### src/rtl/pipeline_stall_controller.sv
// pipeline_stall_controller
//   Central hazard sequencer for the 5-stage MIPS pipeline. It merges three
//   hazard sources into one set of pipeline-register strobes:
//     - load-use between the load in EX (ID/EX) and the instruction in ID,
//     - taken-branch / jump flush resolved in EX,
//     - interlock on HI/LO while the multi-cycle multiply unit is busy.
//   It also keeps saturating stall and flush counters for debug.
//
// Parameters
//   MULT_LATENCY  cycles the multiply unit stays busy after a mult enters EX (2..15)
//   CNT_W         width of the performance counters
//
// Ports
//   Clk, Rst_n        clock, asynchronous active-low reset
//   IDEX_MemRead      instruction in EX is a load
//   IDEX_RegisterRt   destination register of that load
//   IFID_Rs/Rt        source register fields of the instruction in ID
//   IFID_UsesRt       ID instruction reads rt as a source
//   IFID_UsesHiLo     ID instruction is mfhi/mflo
//   IFID_IsMult       ID instruction is mult/multu
//   EX_MultStart      a valid mult is in EX this cycle
//   EX_BranchTaken    branch/jump in EX resolved taken
//   PCWrite           PC register enable
//   IFIDWrite         IF/ID register enable
//   IFIDFlush         zero IF/ID on the next edge
//   IDEXBubble        zero ID/EX control bits on the next edge
//   MultBusy          multiply unit occupied
//   StallCycles       saturating count of stall cycles
//   FlushCount        saturating count of taken-branch flushes
//
// The strobes are same-cycle combinational functions of the hazard inputs,
// because the pipeline registers they gate sample on the very next edge.

module pipeline_stall_controller #(
    parameter int unsigned MULT_LATENCY = 4,
    parameter int unsigned CNT_W        = 16
) (
    input  logic             Clk,
    input  logic             Rst_n,
    input  logic             IDEX_MemRead,
    input  logic [4:0]       IDEX_RegisterRt,
    input  logic [4:0]       IFID_Rs,
    input  logic [4:0]       IFID_Rt,
    input  logic             IFID_UsesRt,
    input  logic             IFID_UsesHiLo,
    input  logic             IFID_IsMult,
    input  logic             EX_MultStart,
    input  logic             EX_BranchTaken,
    output logic             PCWrite,
    output logic             IFIDWrite,
    output logic             IFIDFlush,
    output logic             IDEXBubble,
    output logic             MultBusy,
    output logic [CNT_W-1:0] StallCycles,
    output logic [CNT_W-1:0] FlushCount
);

    localparam int unsigned MCNT_W = 4;
    localparam logic [MCNT_W-1:0] MULT_RELOAD = MCNT_W'(MULT_LATENCY - 1);
    localparam logic [CNT_W-1:0]  CNT_MAX     = {CNT_W{1'b1}};
    localparam logic [CNT_W-1:0]  CNT_ONE     = CNT_W'(1);

    typedef enum logic {
        RUN       = 1'b0,
        MULT_BUSY = 1'b1
    } state_t;

    state_t            state;
    state_t            stateNext;
    logic [MCNT_W-1:0] multCnt;
    logic [MCNT_W-1:0] multCntNext;

    logic loadUse;
    logic multLock;
    logic stallEvent;
    logic flushEvent;

    // Load-use: register $0 never carries a real dependency.
    assign loadUse = IDEX_MemRead
                  && (IDEX_RegisterRt != 5'd0)
                  && ((IDEX_RegisterRt == IFID_Rs)
                      || (IFID_UsesRt && (IDEX_RegisterRt == IFID_Rt)));

    assign multLock = (state == MULT_BUSY) && (IFID_UsesHiLo || IFID_IsMult);

    // A taken branch squashes the ID instruction, so its hazards do not stall.
    assign stallEvent = Rst_n && !EX_BranchTaken && (loadUse || multLock);
    assign flushEvent = Rst_n && EX_BranchTaken;

    // State and multiply-latency counter.
    always_ff @(posedge Clk or negedge Rst_n) begin
        if (!Rst_n) begin
            state   <= RUN;
            multCnt <= '0;
        end else begin
            state   <= stateNext;
            multCnt <= multCntNext;
        end
    end

    // Next state and pipeline strobes.
    always_comb begin
        stateNext   = state;
        multCntNext = multCnt;
        PCWrite     = 1'b1;
        IFIDWrite   = 1'b1;
        IFIDFlush   = 1'b0;
        IDEXBubble  = 1'b0;
        MultBusy    = (state == MULT_BUSY);

        unique case (state)
            RUN: begin
                if (EX_MultStart) begin
                    stateNext   = MULT_BUSY;
                    multCntNext = MULT_RELOAD;
                end
            end
            MULT_BUSY: begin
                // A new mult restarts the latency even on the final busy cycle.
                if (EX_MultStart) begin
                    multCntNext = MULT_RELOAD;
                end else if (multCnt == '0) begin
                    stateNext = RUN;
                end else begin
                    multCntNext = multCnt - MCNT_W'(1);
                end
            end
            default: begin
                stateNext   = RUN;
                multCntNext = '0;
            end
        endcase

        if (!Rst_n) begin
            PCWrite    = 1'b0;
            IFIDWrite  = 1'b0;
            IFIDFlush  = 1'b0;
            IDEXBubble = 1'b1;
            MultBusy   = 1'b0;
        end else if (EX_BranchTaken) begin
            PCWrite    = 1'b1;
            IFIDWrite  = 1'b1;
            IFIDFlush  = 1'b1;
            IDEXBubble = 1'b1;
        end else if (loadUse || multLock) begin
            PCWrite    = 1'b0;
            IFIDWrite  = 1'b0;
            IFIDFlush  = 1'b0;
            IDEXBubble = 1'b1;
        end
    end

    // Saturating debug counters.
    always_ff @(posedge Clk or negedge Rst_n) begin
        if (!Rst_n) begin
            StallCycles <= '0;
            FlushCount  <= '0;
        end else begin
            if (stallEvent && (StallCycles != CNT_MAX)) begin
                StallCycles <= StallCycles + CNT_ONE;
            end
            if (flushEvent && (FlushCount != CNT_MAX)) begin
                FlushCount <= FlushCount + CNT_ONE;
            end
        end
    end

endmodule

### config.mk
export PLATFORM = sky130hd
export DESIGN_NAME = pipeline_stall_controller
export DESIGN_NICKNAME = d
export VERILOG_FILES = /design/src/rtl/pipeline_stall_controller.sv
export SDC_FILE = /design/constraint.sdc
export NUM_CORES = 1
export LEC_CHECK = 0
export CAP_MARGIN = 25
export CELL_PAD_IN_SITES_DETAIL_PLACEMENT = 2
export CELL_PAD_IN_SITES_GLOBAL_PLACEMENT = 2
export CORE_MARGIN = 3
export CORE_UTILIZATION = 25
export DETAILED_ROUTE_END_ITERATION = 8
export GPL_TIMING_DRIVEN = 0
export PLACE_DENSITY_LB_ADDON = 0.1
export SYNTH_ARGS = -nofsm -noshare
export SYNTH_HDL_FRONTEND = slang
export SYNTH_SLANG_ARGS = --single-unit
### constraint.sdc
create_clock -name Clk -period 1.85 [get_ports Clk]
set_input_delay 0.185 -clock Clk [delete_from_list [all_inputs] [get_ports Clk]]
set_output_delay 0.185 -clock Clk [all_outputs]
set_load 0.03 [all_outputs]
# Word-level counts from Yosys, hierarchy flattened
# Cells that the tools add are included.
[op_classes]
addsub = 3
n_eq_ne = 6
n_mux = 17
bitwise_logic = 1
reduce_logical = 16
[op_table]
columns = ["operator", "n"]
rows = [
  ["$add 16x1->16 const B", 2],
  ["$ne 16x16->1 const B", 2],
  ["$mux 1", 12],
  ["$mux 4", 3],
  ["$eq 5x5->1", 2],
  ["$logic_and 1x1->1", 9],
  ["$pmux 4 s2", 1],
  ["$reduce_bool 5->1", 1],
  ["$logic_not 4->1", 1],
  ["$sub 4x1->4 const B", 1],
  ["$logic_or 1x1->1", 3],
  ["$ne 3x3->1 const B", 1],
  ["$ne 2x2->1 const B", 1],
  ["$pmux 1 s2", 1],
  ["$reduce_and 2->1", 1],
  ["$logic_not 1->1", 1],
  ["$not 1->1", 1],
]
[word_totals]
reg_bits = 37
inputBits = 23
out_inout_bits = 37
word_cells = 47

# Logic depth before layout (Yosys ltp)
# Gate-level depths: netlist of the first run.
[depth]
word_depth = 8
depth_mapped = 8
mapped_depth_nobuf = 7

# Worst setup path before layout of the first run
# No wires, ideal clock.
[synth_path]
kind = "register -> register"
from = "register StallCycles[0]"
to = "register StallCycles[4]"
t_arrival_ns = 1.930
setup_slack_ns = -0.215
path_stages_with_launch = 9
n_path_buf = 1
synth_period_minus_slack_ns = 2.065
cell_sequence = "dfrtp_1 ha_1 nand2_1 or2_2 o32a_1 o211a_1 buf_6 nand4_1 xnor2_1"
[synth_between]
elab_chain_len = 2
elab_cells_between_ends = 3
cone_classes = "add/sub: 1; eq/ne: 1; reduce/logical: 1"
[synth_rtl]
columns = ["item", "line", "text"]
rows = [
  ["start: declaration", "54", "output logic [CNT_W-1:0] StallCycles,"],
  ["start signal: assignment", "160", "StallCycles <= StallCycles + CNT_ONE;"],
  ["branches (longest 2 deep; another with $add 16x1->16)", "--", ""],
]
# Parallel ways; which one is timed is not known.
# A chain may end at the register's enable or synchronous reset.

# Final worst setup path of the first run
[layout_path]
from = "input IFID_Rs[3]"
to = "output PCWrite"
[layout_between]
elab_chain_len = 7
[layout_rtl]
columns = ["item", "line", "text"]
rows = [
  ["start: declaration", "42", "input logic [4:0] IFID_Rs,"],
  ["$eq 5x5->1", "81", "&& ((IDEX_RegisterRt == IFID_Rs)"],
  ["$logic_or 1x1->1", "82", "|| (IFID_UsesRt && (IDEX_RegisterRt == IFID_Rt)));"],
  ["$logic_and 1x1->1", "81", ""],
  ["$logic_or 1x1->1", "145", "end else if (loadUse || multLock) begin"],
  ["$mux 1", "145", ""],
  ["$mux 1", "140", "end else if (EX_BranchTaken) begin"],
  ["$mux 1", "134", "if (!Rst_n) begin"],
  ["end: declaration", "49", "output logic PCWrite,"],
]
# No other way between the ends.

==> results of run 1 <==
-- kinds of logic (layout without fill, tap and decap cells) --
| family | Yosys count | count (layout) | share of synthesized area |
|---|---|---|---|
| XOR/XNOR | 39 | 39 | 0.179 |
| adder cells (fa/ha/maj) | 3 | 3 | 0.0196 |
| AND/OR/NAND/NOR | 78 | 78 | 0.210 |
| flip-flops | 37 | 37 | 0.485 |
| AO/OA/AOI/OAI | 12 | 12 | 0.0563 |
| multiplexers | 5 | 5 | 0.0295 |
| buffers and inverters | 8 | 98 | 0.0216 |
-- cell usage in the layout (no fill, tap or decap), types with 6 or more instances in the layout --
cell type / count
xor2_1: 9
buf_4: 20
nand4_1: 9
clkdlybuf4s50_1: 41
nand3_1: 12
clkbuf_8: 6
xnor2_1: 30
nor2_1: 11
dfrtp_1: 29
inv_1: 6
dfrtp_2: 8
dlygate4sd2_1: 7
buf_2: 6
nand2_1: 20
-- state kept, by name (all words and copies together) (netlist names) --
| signal | cells |
|---|---|
| FlushCount | 16 |
| multCnt | 4 |
| StallCycles | 16 |
| state | 1 |
-- per-stage QoR --
step | setup slack, ns | power (mW) | instance area, um2
2_1_floorplan | 0.00314 | 1.78 | 1940
3_3_place_gp | -1.87 | 2.24 | 2660
3_5_place_dp | -1.02 | 2.26 | 2670
4_1_cts | -0.0161 | 3.09 | 2880
5_1_grt | -0.0536 | 3.38 | 3020
6_report | 0.0371 | 3.17 | 3020
-- critical path: cells and delay by family --
kind / cells / cell delay [ns]
AND/OR/NAND/NOR: 1 / 0.11
buffers and inverters: 3 / 0.73
XOR/XNOR: 1 / 0.12
AO/OA/AOI/OAI: 3 / 0.49
-- how the worst max path moves through the flow --
stage / start / end / slack (ns)
2_1_floorplan: FlushCount[0] / FlushCount[15] / 0.003
3_3_place_gp: Rst_n / FlushCount[15] / -1.87
3_5_place_dp: IDEX_RegisterRt[1] / PCWrite / -1.02
4_1_cts: IFID_Rs[4] / PCWrite / -0.02
5_1_grt: IFID_Rt[2] / PCWrite / -0.05
6_report: IFID_Rs[3] / PCWrite / 0.04
-- where the power goes --
group	internal, mW	switching, mW	total [mW]
logic	0.628	0.654	1.28
registers	0.970	0.172	1.14
clock network	0.440	0.305	0.745
-- cells in the mapped netlist (2+ instances only) --
cell type,n,area (um2)
and3_1,5,31.3
and4_1,2,17.5
dfrtp_1,37,926
ha_1,3,37.5
inv_1,6,22.5
mux2_2,5,56.3
nand2_1,21,78.8
nand2b_1,4,25.0
nand3_1,13,65.1
nand4_1,9,56.3
nor2_1,12,45.0
nor2b_1,2,12.5
nor3_1,4,20.0
o21a_1,3,22.5
xnor2_1,30,263
xor2_1,9,78.8
-- metal layers --
layer | track usage | part of all wire | up-vias
met1 | 0.169 | 0.44 | 848
li1 | - | - | 796
met4 | 0.0403 | 0.014 | 0
met5 | 0 | 0 | -
met3 | 0.0298 | 0.043 | 7
met2 | 0.223 | 0.50 | 42
-- what timing repair did --
item,CTS,global route
setup endpoints to repair,22,21
gates cloned,0,1
hold buffers,2,0
endpoints found under the hold margin,5,0
pin swaps,14,12
gates resized for setup,43,19
setup buffers,8,11
-- final cells by class --
| type | count | area [um2] | area share |
|---|---|---|---|
| clock inverter | 1 | 30.0 | 0.00993 |
| multi-input combinational | 137 | 1040 | 0.344 |
| timing repair buffer | 82 | 766 | 0.253 |
| inverter | 6 | 22.5 | 0.00745 |
| tap | 99 | 124 | 0.0410 |
| sequential | 37 | 936 | 0.310 |
| buffer | 2 | 18.8 | 0.00621 |
| clock buffer | 7 | 86.3 | 0.0286 |
==> results.txt, run 1 <==
Max-cap viol count: 0
Skew-Pair Late Insertion Delay: 0.30 ns
Count of cell types in the netlist: 33
Startpoint types: input pin
WL per Instance: 15.4 um
Setup violators final: 0
DR vias/cell: 4.56
Slowest CP cell: clkdlybuf4s50_1
Fin crit share: 0.980
Final hold violations: 0
Yosys reg bits: 37
Max Slew Vio Count: 0
Routed WL: 5710 um
Slew HR: 0.760
Layout Skew: 0.00803 ns
Peak supply drop: 0.000663 V
Fin crit period: 1.81 ns
Pleak: 1.31 nW
Final core occ: 0.412
PwrDens: 1050 nW/um2
Reg2reg path depth: 7
H-Tree Level Count: 2
Routability cong.: 0.695
Mapped Nets: 208
Area Growth Syn to Fin: 58.2%
Reg2reg start: StallCycles[6]
CTS Buffer Depth: 2
DRC viols: 0
Filler-free cell count of the finished design: 371
Die area: 8730 um2
Std cell rows: 31
Ys flop type: dfrtp_1
GR Util All Layers: 0.133
Hold Crit Class: in -> async
Max FO, Critical Path: 4
PortBufs: 59
CP Class: in -> out
Clock transition at path regs: 0.08 ns
CTS tree: yes
FF-to-FF End: StallCycles[4]
Clk root buf: clkbuf_8
Number of synthesized flops with an enable pin: 0
Inserted Clock Buffers: 5
Layout Nets: 297
# clock sinks: 37
Grt ovf: 0
First-pass GRT wire length: 9110 um
Worst-margin pin slew: 0.359 ns
Die X: 93.4 um
Detailed Route Iter0 Violations: 40
CP cell instances: clkdlybuf4s50_1 > xnor2_1 > nand2_1 > o22ai_4 > a21oi_4 > o21a_1 > buf_4 > buf_6
Maximum clock frequency: 0.552 GHz
Status: complete, no violations
Total negative slack: 0 ns
Slowest Stage Delay on Critical Path: 0.47 ns
CP arrival: 1.63 ns
DPL Wire Length: 3970 um
Num ports: 60
Req. time, crit path: 1.66 ns
Via count of the routed design: 1693
Die height: 93.4 um
Syn Inst Count: 182
Fill count: 775
Fraction of layout instances using a drive strength above 1: 0.257
R2R Setup Slk: 0.09 ns
ANT nets after route: 0
Worst setup EP type: output pin
Initial Utilization: 0.261
RSZ-0062 raised after global routing: yes
Mapped cell area: 1910 um2
Seq/Total Area, Yosys: 0.485
Number of global-route vias before repair: 1783
Initial antenna violation count: 0
Async SR Flop Fraction: 1.00
Cell count after placement: 341
Core area: 7330 um2
Antenna fix cells: 0
DRT Pass-1 Iters: 3
Synth Area per Inst: 10.5 um2
Ys Warns: 0
Hold slack: 0.0202 ns
Largest net degree at the start of global routing: 33
Note: power is estimated with default switching activity, not from simulation.
==> run 2: changes to the inputs <==
- GPL_ROUTABILITY_DRIVEN: unset -> 0
==> results of run 2 <==
Same layout as run 1: the final DEF is identical, and so are final timing and power.
